===== src/rtl/mem_arb_pkg.sv =====
// Shared types and defaults for the instruction/data memory arbiter.
// Holds FSM, grant and region encodings plus the address-region helper.
package mem_arb_pkg;

   localparam logic [31:0] DEF_IMEM_CUTOFF = 32'h0000_00FF;
   localparam int          DEF_STARVE_LIMIT = 4;
   localparam int          DEF_TIMEOUT      = 1023;

   localparam logic [31:0] TIMEOUT_RESULT = 32'hDEAD_BEEF;
   localparam logic [1:0]  OPLEN_WORD     = 2'd3;

   typedef enum logic [1:0] {
      IDLE,
      WAIT,
      DONE
   } arb_state_t;

   typedef enum logic {
      GNT_INSTR,
      GNT_DATA
   } gnt_t;

   typedef enum logic {
      REG_IRAM,
      REG_SDRAM
   } region_t;

   // The all-ones address is an internal-RAM alias on top of the low window.
   function automatic logic in_iram(
      input logic [31:0] addr,
      input logic [31:0] cutoff
   );
      return (addr < cutoff) || (addr == 32'hFFFF_FFFF);
   endfunction

endpackage


===== src/rtl/mem_arbiter_region_decode.sv =====
// Combinational address-to-region decoder for the shared memory port.
// Ports: addr (request address) -> region (REG_IRAM / REG_SDRAM).
module region_decode
   import mem_arb_pkg::*;
#(
   parameter logic [31:0] IMEM_CUTOFF = DEF_IMEM_CUTOFF
) (
   input  logic [31:0] addr,
   output region_t     region
);

   always_comb begin
      region = REG_SDRAM;
      if (in_iram(addr, IMEM_CUTOFF))
         region = REG_IRAM;
   end

endmodule


===== src/rtl/mem_arbiter.sv =====
// One-transaction-at-a-time arbiter between instruction fetch and data
// access sharing a single memory port, with anti-starvation and timeout.
// Ports: clk, rst (async high); instr_* / data_* requester side;
// mem_* downstream port; err_timeout sticky abort flag.
module mem_arbiter
   import mem_arb_pkg::*;
#(
   parameter logic [31:0] IMEM_CUTOFF  = DEF_IMEM_CUTOFF,
   parameter int          STARVE_LIMIT = DEF_STARVE_LIMIT,
   parameter int          TIMEOUT      = DEF_TIMEOUT
) (
   input  logic        clk,
   input  logic        rst,
   input  logic        instr_enable,
   input  logic [31:0] instr_addr,
   output logic        instr_valid,
   output logic [31:0] instr_result,
   input  logic        data_enable,
   input  logic [31:0] data_addr,
   input  logic [31:0] data_wdata,
   input  logic        data_we,
   input  logic [1:0]  data_oplen,
   input  logic        data_unsigned,
   output logic        data_valid,
   output logic [31:0] data_result,
   output logic        mem_enable,
   output logic        mem_sel,
   output logic [31:0] mem_addr,
   output logic [31:0] mem_wdata,
   output logic        mem_we,
   output logic [1:0]  mem_oplen,
   output logic        mem_unsigned,
   input  logic        mem_valid,
   input  logic [31:0] mem_result,
   output logic        err_timeout
);

   localparam int TW = $clog2(TIMEOUT + 1);
   localparam int SW = $clog2(STARVE_LIMIT + 1);
   localparam logic [TW-1:0] TO_LAST = TW'(TIMEOUT - 1);
   localparam logic [SW-1:0] S_LIM   = SW'(STARVE_LIMIT);

   arb_state_t    state;
   arb_state_t    state_nxt;
   gnt_t          gnt_q;
   gnt_t          gnt_nxt;
   region_t       req_region;
   logic [SW-1:0] starve_cnt;
   logic [TW-1:0] to_cnt;

   logic          data_wins;
   logic          start;
   logic          fin_ok;
   logic          fin_to;
   logic          to_hit;
   logic [31:0]   req_addr;
   logic [31:0]   fin_res;

   region_decode #(
      .IMEM_CUTOFF (IMEM_CUTOFF)
   ) u_region_decode (
      .addr   (req_addr),
      .region (req_region)
   );

   // State register
   always_ff @(posedge clk or posedge rst) begin
      if (rst)
         state <= IDLE;
      else
         state <= state_nxt;
   end

   // Next-state logic
   always_comb begin
      state_nxt = state;
      unique case (state)
         IDLE:
            if (instr_enable || data_enable)
               state_nxt = WAIT;
         WAIT:
            if (mem_valid || to_hit)
               state_nxt = DONE;
         DONE:
            state_nxt = IDLE;
         default:
            state_nxt = IDLE;
      endcase
   end

   // Decision strobes for the datapath
   always_comb begin
      data_wins = data_enable &&
                  (!instr_enable || (starve_cnt == S_LIM));
      gnt_nxt   = data_wins ? GNT_DATA : GNT_INSTR;
      req_addr  = data_wins ? data_addr : instr_addr;
      to_hit    = (to_cnt == TO_LAST);
      start     = (state == IDLE) && (instr_enable || data_enable);
      fin_ok    = (state == WAIT) && mem_valid;
      // A response arriving on the last WAIT cycle beats the abort.
      fin_to    = (state == WAIT) && !mem_valid && to_hit;
      fin_res   = fin_ok ? mem_result : TIMEOUT_RESULT;
   end

   // Grant, counters and the registered memory port
   always_ff @(posedge clk or posedge rst) begin
      if (rst) begin
         gnt_q        <= GNT_INSTR;
         starve_cnt   <= '0;
         to_cnt       <= '0;
         mem_enable   <= 1'b0;
         mem_sel      <= 1'b0;
         mem_addr     <= '0;
         mem_wdata    <= '0;
         mem_we       <= 1'b0;
         mem_oplen    <= '0;
         mem_unsigned <= 1'b0;
      end else begin
         if (start) begin
            gnt_q      <= gnt_nxt;
            to_cnt     <= '0;
            mem_enable <= 1'b1;
            mem_sel    <= (req_region == REG_SDRAM);
            mem_addr   <= req_addr;
            if (data_wins) begin
               starve_cnt   <= '0;
               mem_wdata    <= data_wdata;
               mem_we       <= data_we;
               mem_oplen    <= data_oplen;
               mem_unsigned <= data_unsigned;
            end else begin
               if (data_enable && (starve_cnt != S_LIM))
                  starve_cnt <= starve_cnt + 1'b1;
               mem_wdata    <= '0;
               mem_we       <= 1'b0;
               mem_oplen    <= OPLEN_WORD;
               mem_unsigned <= 1'b0;
            end
         end
         if (state == WAIT)
            to_cnt <= to_cnt + 1'b1;
         if (fin_ok || fin_to)
            mem_enable <= 1'b0;
      end
   end

   // Requester-side results, valid pulses and the sticky abort flag
   always_ff @(posedge clk or posedge rst) begin
      if (rst) begin
         instr_valid  <= 1'b0;
         instr_result <= '0;
         data_valid   <= 1'b0;
         data_result  <= '0;
         err_timeout  <= 1'b0;
      end else begin
         instr_valid <= 1'b0;
         data_valid  <= 1'b0;
         if (fin_ok || fin_to) begin
            if (gnt_q == GNT_DATA) begin
               data_valid  <= 1'b1;
               data_result <= fin_res;
            end else begin
               instr_valid  <= 1'b1;
               instr_result <= fin_res;
            end
         end
         if (fin_to)
            err_timeout <= 1'b1;
      end
   end

endmodule


===== config.mk =====
export PLATFORM = sky130hd
export DESIGN_NAME = mem_arbiter
export DESIGN_NICKNAME = d
export VERILOG_FILES = /design/src/rtl/mem_arb_pkg.sv /design/src/rtl/mem_arbiter_region_decode.sv /design/src/rtl/mem_arbiter.sv
export SDC_FILE = /design/constraint.sdc
export NUM_CORES = 1
export LEC_CHECK = 0
export ABC_AREA = 1
export CAP_MARGIN = 15
export CORE_MARGIN = 3
export CORE_UTILIZATION = 48
export DETAILED_ROUTE_END_ITERATION = 8
export HOLD_SLACK_MARGIN = 0.06
export PLACE_DENSITY = 0.95
export SETUP_SLACK_MARGIN = 0.05
export SLEW_MARGIN = 20
export SYNTH_ARGS = -nofsm -noshare
export SYNTH_HDL_FRONTEND = slang
export SYNTH_SLANG_ARGS = --single-unit

===== constraint.sdc =====
create_clock -name clk -period 11.4 [get_ports clk]
set_clock_uncertainty 0.15 [all_clocks]
set_input_delay 1.14 -clock clk [delete_from_list [all_inputs] [get_ports clk]]
set_output_delay 1.14 -clock clk [all_outputs]
set_load 0.1 [all_outputs]

After elaboration in Yosys (flattened, before gate mapping)
Cells that the tools add are included.
- latch bits: 0
- memories kept: 0
- register bits: 153
- memory bits (writable): 0
- bits in read-only memories: 0
- multiplexer cells: 21
- divide/modulo/power cells: 0
- equal/unequal tests: 7
- bitwise gates (word level): 1
- shift operators: 0
- multiply operators: 0
- reduce and logical (&&, ||, !) cells: 21
- add/subtract/negate cells: 2
- magnitude comparators: 1
- operator list (operator ; number):
    32-bit two-way mux ; 3
    32-bit == test, second input constant ; 1
    32-bit by 8-bit < comparator with 1-bit output, second input constant ; 1
    10-bit two-way mux ; 2
    10-bit by 1-bit adder with 10-bit output, second input constant ; 1
    10-bit == test, second input constant ; 1
    1-bit two-way mux ; 10
    2-bit AND reduction ; 4
    1-bit logical AND ; 6
    2-bit two-way mux ; 3
    3-bit two-way mux ; 2
    2-bit nonzero test ; 3
    1-bit logical OR ; 5
    2-bit one-hot mux with 2 select lines ; 1
    3-bit by 1-bit adder with 3-bit output, second input constant ; 1
    3-bit == test, second input constant ; 1
    3-bit inequality test, second input constant ; 1
    2-bit by 1-bit == test with 1-bit output, second input constant ; 1
    1-bit logical NOT ; 2
    2-bit logical NOT ; 1
    2-bit by 1-bit inequality test with 1-bit output, second input constant ; 1
    2-bit inequality test, second input constant ; 1
    1-bit inverter ; 1

Longest topological paths before layout
- depth after elaboration: 7
- gate-level depth with buffers: 16

Cells and area by module
From an unflattened synthesis, not the netlist that was laid out.
- cell total of the unflattened synthesis: 801
- area, all modules: 7101.8 µm²
- by module, submodules not included (module ; cells an instance ; times used ; area an instance (µm²)):
    mem_arbiter ; 740 ; 1 ; 6867.8
    region_decode ; 61 ; 1 ; 234.0

Least setup slack after synthesis
OpenSTA, ideal clock, no wires.
- path kind: input -> register
- start point: input port instr_enable
- end point: register mem_sel
- stages: 12
- data required time: 11.130 ns
- arrival time: 2.088 ns
- setup slack: 9.042 ns
- setup time: 0.120 ns
- path through: nand2_1 -> buf_4 -> buf_2 -> nand3_1 -> nand2_1 -> nand2_1 -> nor2_1 -> nand2_1 -> nor2_1 -> nand2_1 -> nand3_1 -> nand2_1
- cells in the longest elaborated chain, start to end: 7
- ends and longest elaborated chain (element ; RTL line ; RTL):
    from (decl) ; mem_arbiter.sv:14 ; input logic instr_enable,
    1-bit logical NOT ; mem_arbiter.sv:94 ; (!instr_enable || (starve_cnt == S_LIM));
    1-bit logical OR ; mem_arbiter.sv:94 ;
    1-bit logical AND ; mem_arbiter.sv:93 ; data_wins = data_enable &&
    32-bit two-way mux ; mem_arbiter.sv:96 ; req_addr = data_wins ? data_addr : instr_addr;
    32-bit by 8-bit < comparator with 1-bit output or 32-bit == test (tied branches) ; mem_arb_pkg.sv:33 ; return (addr < cutoff) || (addr == 32'hFFFF_FFFF);
    1-bit logical OR ; mem_arb_pkg.sv:33 ;
    1-bit two-way mux ; mem_arbiter_region_decode.sv:14 ; if (in_iram(addr, IMEM_CUTOFF))
    to (signal assigned) ; mem_arbiter.sv:123 ; mem_sel <= (req_region == REG_SDRAM);
    to (decl) ; mem_arbiter.sv:27 ; output logic mem_sel,
Parallel ways exist; a longest one is shown, timed or not.
A chain may end at the register's enable or synchronous reset.

Final worst setup path
Ends and elaborated chain as after synthesis.

==> impl_metrics.json <==
{
  "yosys.cell_count.top_type": "nand2_1",
  "outcome": "finished, final reports clean",
  "ys_dominant_reg_cell": "dfrtp_1",
  "place_ws_ns": 7.251,
  "cts_buffers": 17,
  "post-route-period-util_pct": 32.53,
  "first_iter_violations": 562,
  "dieArea_um2": 16100,
  "synthTopCellsByCount": "nand2_1, dfrtp_1, nor2_1",
  "num_vias": 6738,
  "cp_data_required_time_ns": 11.56,
  "finalHoldViolations": 0,
  "synth_top_cells_by_area": "dfrtp_1, nand2_1, a31oi_1",
  "grt_antenna_before_repair": 0,
  "fin_ws_ns": 7.692,
  "synth-seq-cells": 153,
  "worstSetupPathType": "in -> reg",
  "gp_congestion": 0.9177,
  "cts_hold_buf": 0,
  "layout-drive-gt1-share_pct": 4.935,
  "first_global_vias": 6443,
  "synth_area_um2": 7015,
  "die_height_um": 126.9,
  "grt_max_degree": 95,
  "clock_sinks": 153,
  "synthArstFlopShare_pct": 100.0,
  "cts_max_level": 4,
  "initial_core_util_pct": 49.77,
  "drc": 0,
  "min_period_ns": 3.708,
  "dp_hpwl_um": 14990,
  "slew_headroom_pct": 28.94,
  "clk_pin_slew_ns": 0.06,
  "yosys_warnings": 0,
  "synth_top_area_share_pct": 54.57,
  "overflow": 0,
  "rows": 43,
  "worst_pin_slew_ns": 1.063,
  "drv_cap": 0,
  "viasPerCell": 5.373,
  "max_freq_mhz": 269.7,
  "slew_violations": 0,
  "tritoncts": "yes",
  "drtPass1Iterations": 7,
  "drt_wl_total_um": 21540,
  "yosys.area.top_type": "dfrtp_1",
  "layout.nets": 1202,
  "arrival_ns": 3.87,
  "cp-start-kind": "primary input",
  "wire_per_inst_um": 17.18,
  "synth.distinct_cells": 30,
  "yosysSeqAreaShare_pct": 54.57,
  "grt_pass1_wl_um": 33600,
  "hold_class": "reg -> reg",
  "antennaDiodeCount": 0,
  "finish.utilization_pct": 73.25,
  "cts.repair.resized": 0,
  "area_delta_synth_final_pct": 47.17,
  "setup_violations": 0,
  "synth_nets": 953,
  "drtAntennaViolNets": 0,
  "end_kind": "flip-flop",
  "cp_max_fo": 61,
  "cts_root_buf": "clkbuf_16",
  "cts_setup_buffers": 0,
  "fin_tns_setup_ns": 0,
  "syn_inst": 812,
  "die_w_um": 126.9,
  "clkLatencyLatePin_ns": 0.42,
  "rsz0062_at_grt": "no",
  "cts.path.max_buffers": 2,
  "io_buffers": 273,
  "syn_avg_cell_area_um2": 8.640,
  "design.core.area_um2": 14100,
  "pin_count": 274,
  "track_usage_pct": 26.57,
  "synth_edf_count": 0
}
[sequential cells by signal (all words and copies together), names as in the netlist, 2 cells and up]
| name | flops |
|---|---|
| data_result | 32 |
| mem_addr | 32 |
| starve_cnt | 3 |
| state | 2 |
| to_cnt | 10 |
| mem_oplen | 2 |
| instr_result | 32 |
| mem_wdata | 32 |
[cells by family after synthesis]
| family | count (synthesis) | share of synthesized area [%] |
|---|---|---|
| adder cells (fa/ha/maj) | 4 | 0.7134 |
| AO/OA/AOI/OAI | 161 | 14.82 |
| AND/OR/NAND/NOR | 361 | 21.49 |
| buffers and inverters | 133 | 8.400 |
| flip-flops | 153 | 54.57 |
[layout by cell type, fill, tap and decap left out, types with 5 or more instances in the layout]
cell,n
o21ai_1,16
nand3b_1,17
o21ai_0,46
a22o_1,34
inv_2,5
clkdlybuf4s50_1,272
a31oi_1,53
inv_1,79
dfrtp_1,153
clkbuf_16,17
buf_4,5
nand2_1,217
nor2_1,84
inv_6,6
nand3_1,36
[layer usage]
metal / up-vias / part of all wire (%) / GRT usage [%]
met5: - / 0 / 0
met4: 0 / 4.1 / 12.49
met3: 56 / 9.0 / 7.495
met2: 357 / 49 / 44.40
met1: 3167 / 38 / 31.82
li1: 3158 / - / -
[critical path, cell delays in order]
cell and delay, ns:
clkdlybuf4s50_1 0.46, nand2_1 0.09, buf_4 0.38, nand2_2 0.70
o21ai_0 0.51, nand2_1 0.11, nor2_1 0.12, nand2_1 0.06
nor2_1 0.10, nand2_1 0.05, nand3_1 0.06, nand2_1 0.05
[layout make-up]
cell class,instances,area [µm²]
repair buffers,278,2765
clock inverters,14,137.6
multi-input cells,526,2615
inverters,85,324.1
flip-flops and latches,153,3829
clock buffers,18,429.2
well taps,180,225.2
fillers,967,3771
[stage by stage]
step | hold WS (ns) | instance area [µm²] | std cells
floorplan | 0.2833 | 7015 | 812
global placement | 0.3122 | 9758 | 1222
detailed placement | 0.3049 | 9758 | 1222
CTS | 0.3237 | 10320 | 1254
global route | 0.3436 | 10320 | 1254
finish | 0.3242 | 10320 | 1254
[worst paths after layout]
check                                   start              end  slack, ns  cells past startpoint
worst max-delay path             instr_enable          mem_sel       7.69                     12
worst min-delay path            starve_cnt[2]    starve_cnt[2]       0.32                      1
worst max register to register  starve_cnt[0]          mem_sel       8.19                     14
worst min register to register  starve_cnt[2]    starve_cnt[2]       0.32                      1
max in group asynchronous                 rst  data_result[23]       8.72                      3
min in group asynchronous                 rst      mem_addr[8]       1.11                      2
Power is left out: the tool's default activity adds up to more than one toggle a clock period on the data nets, which glitch-free logic cannot reach.
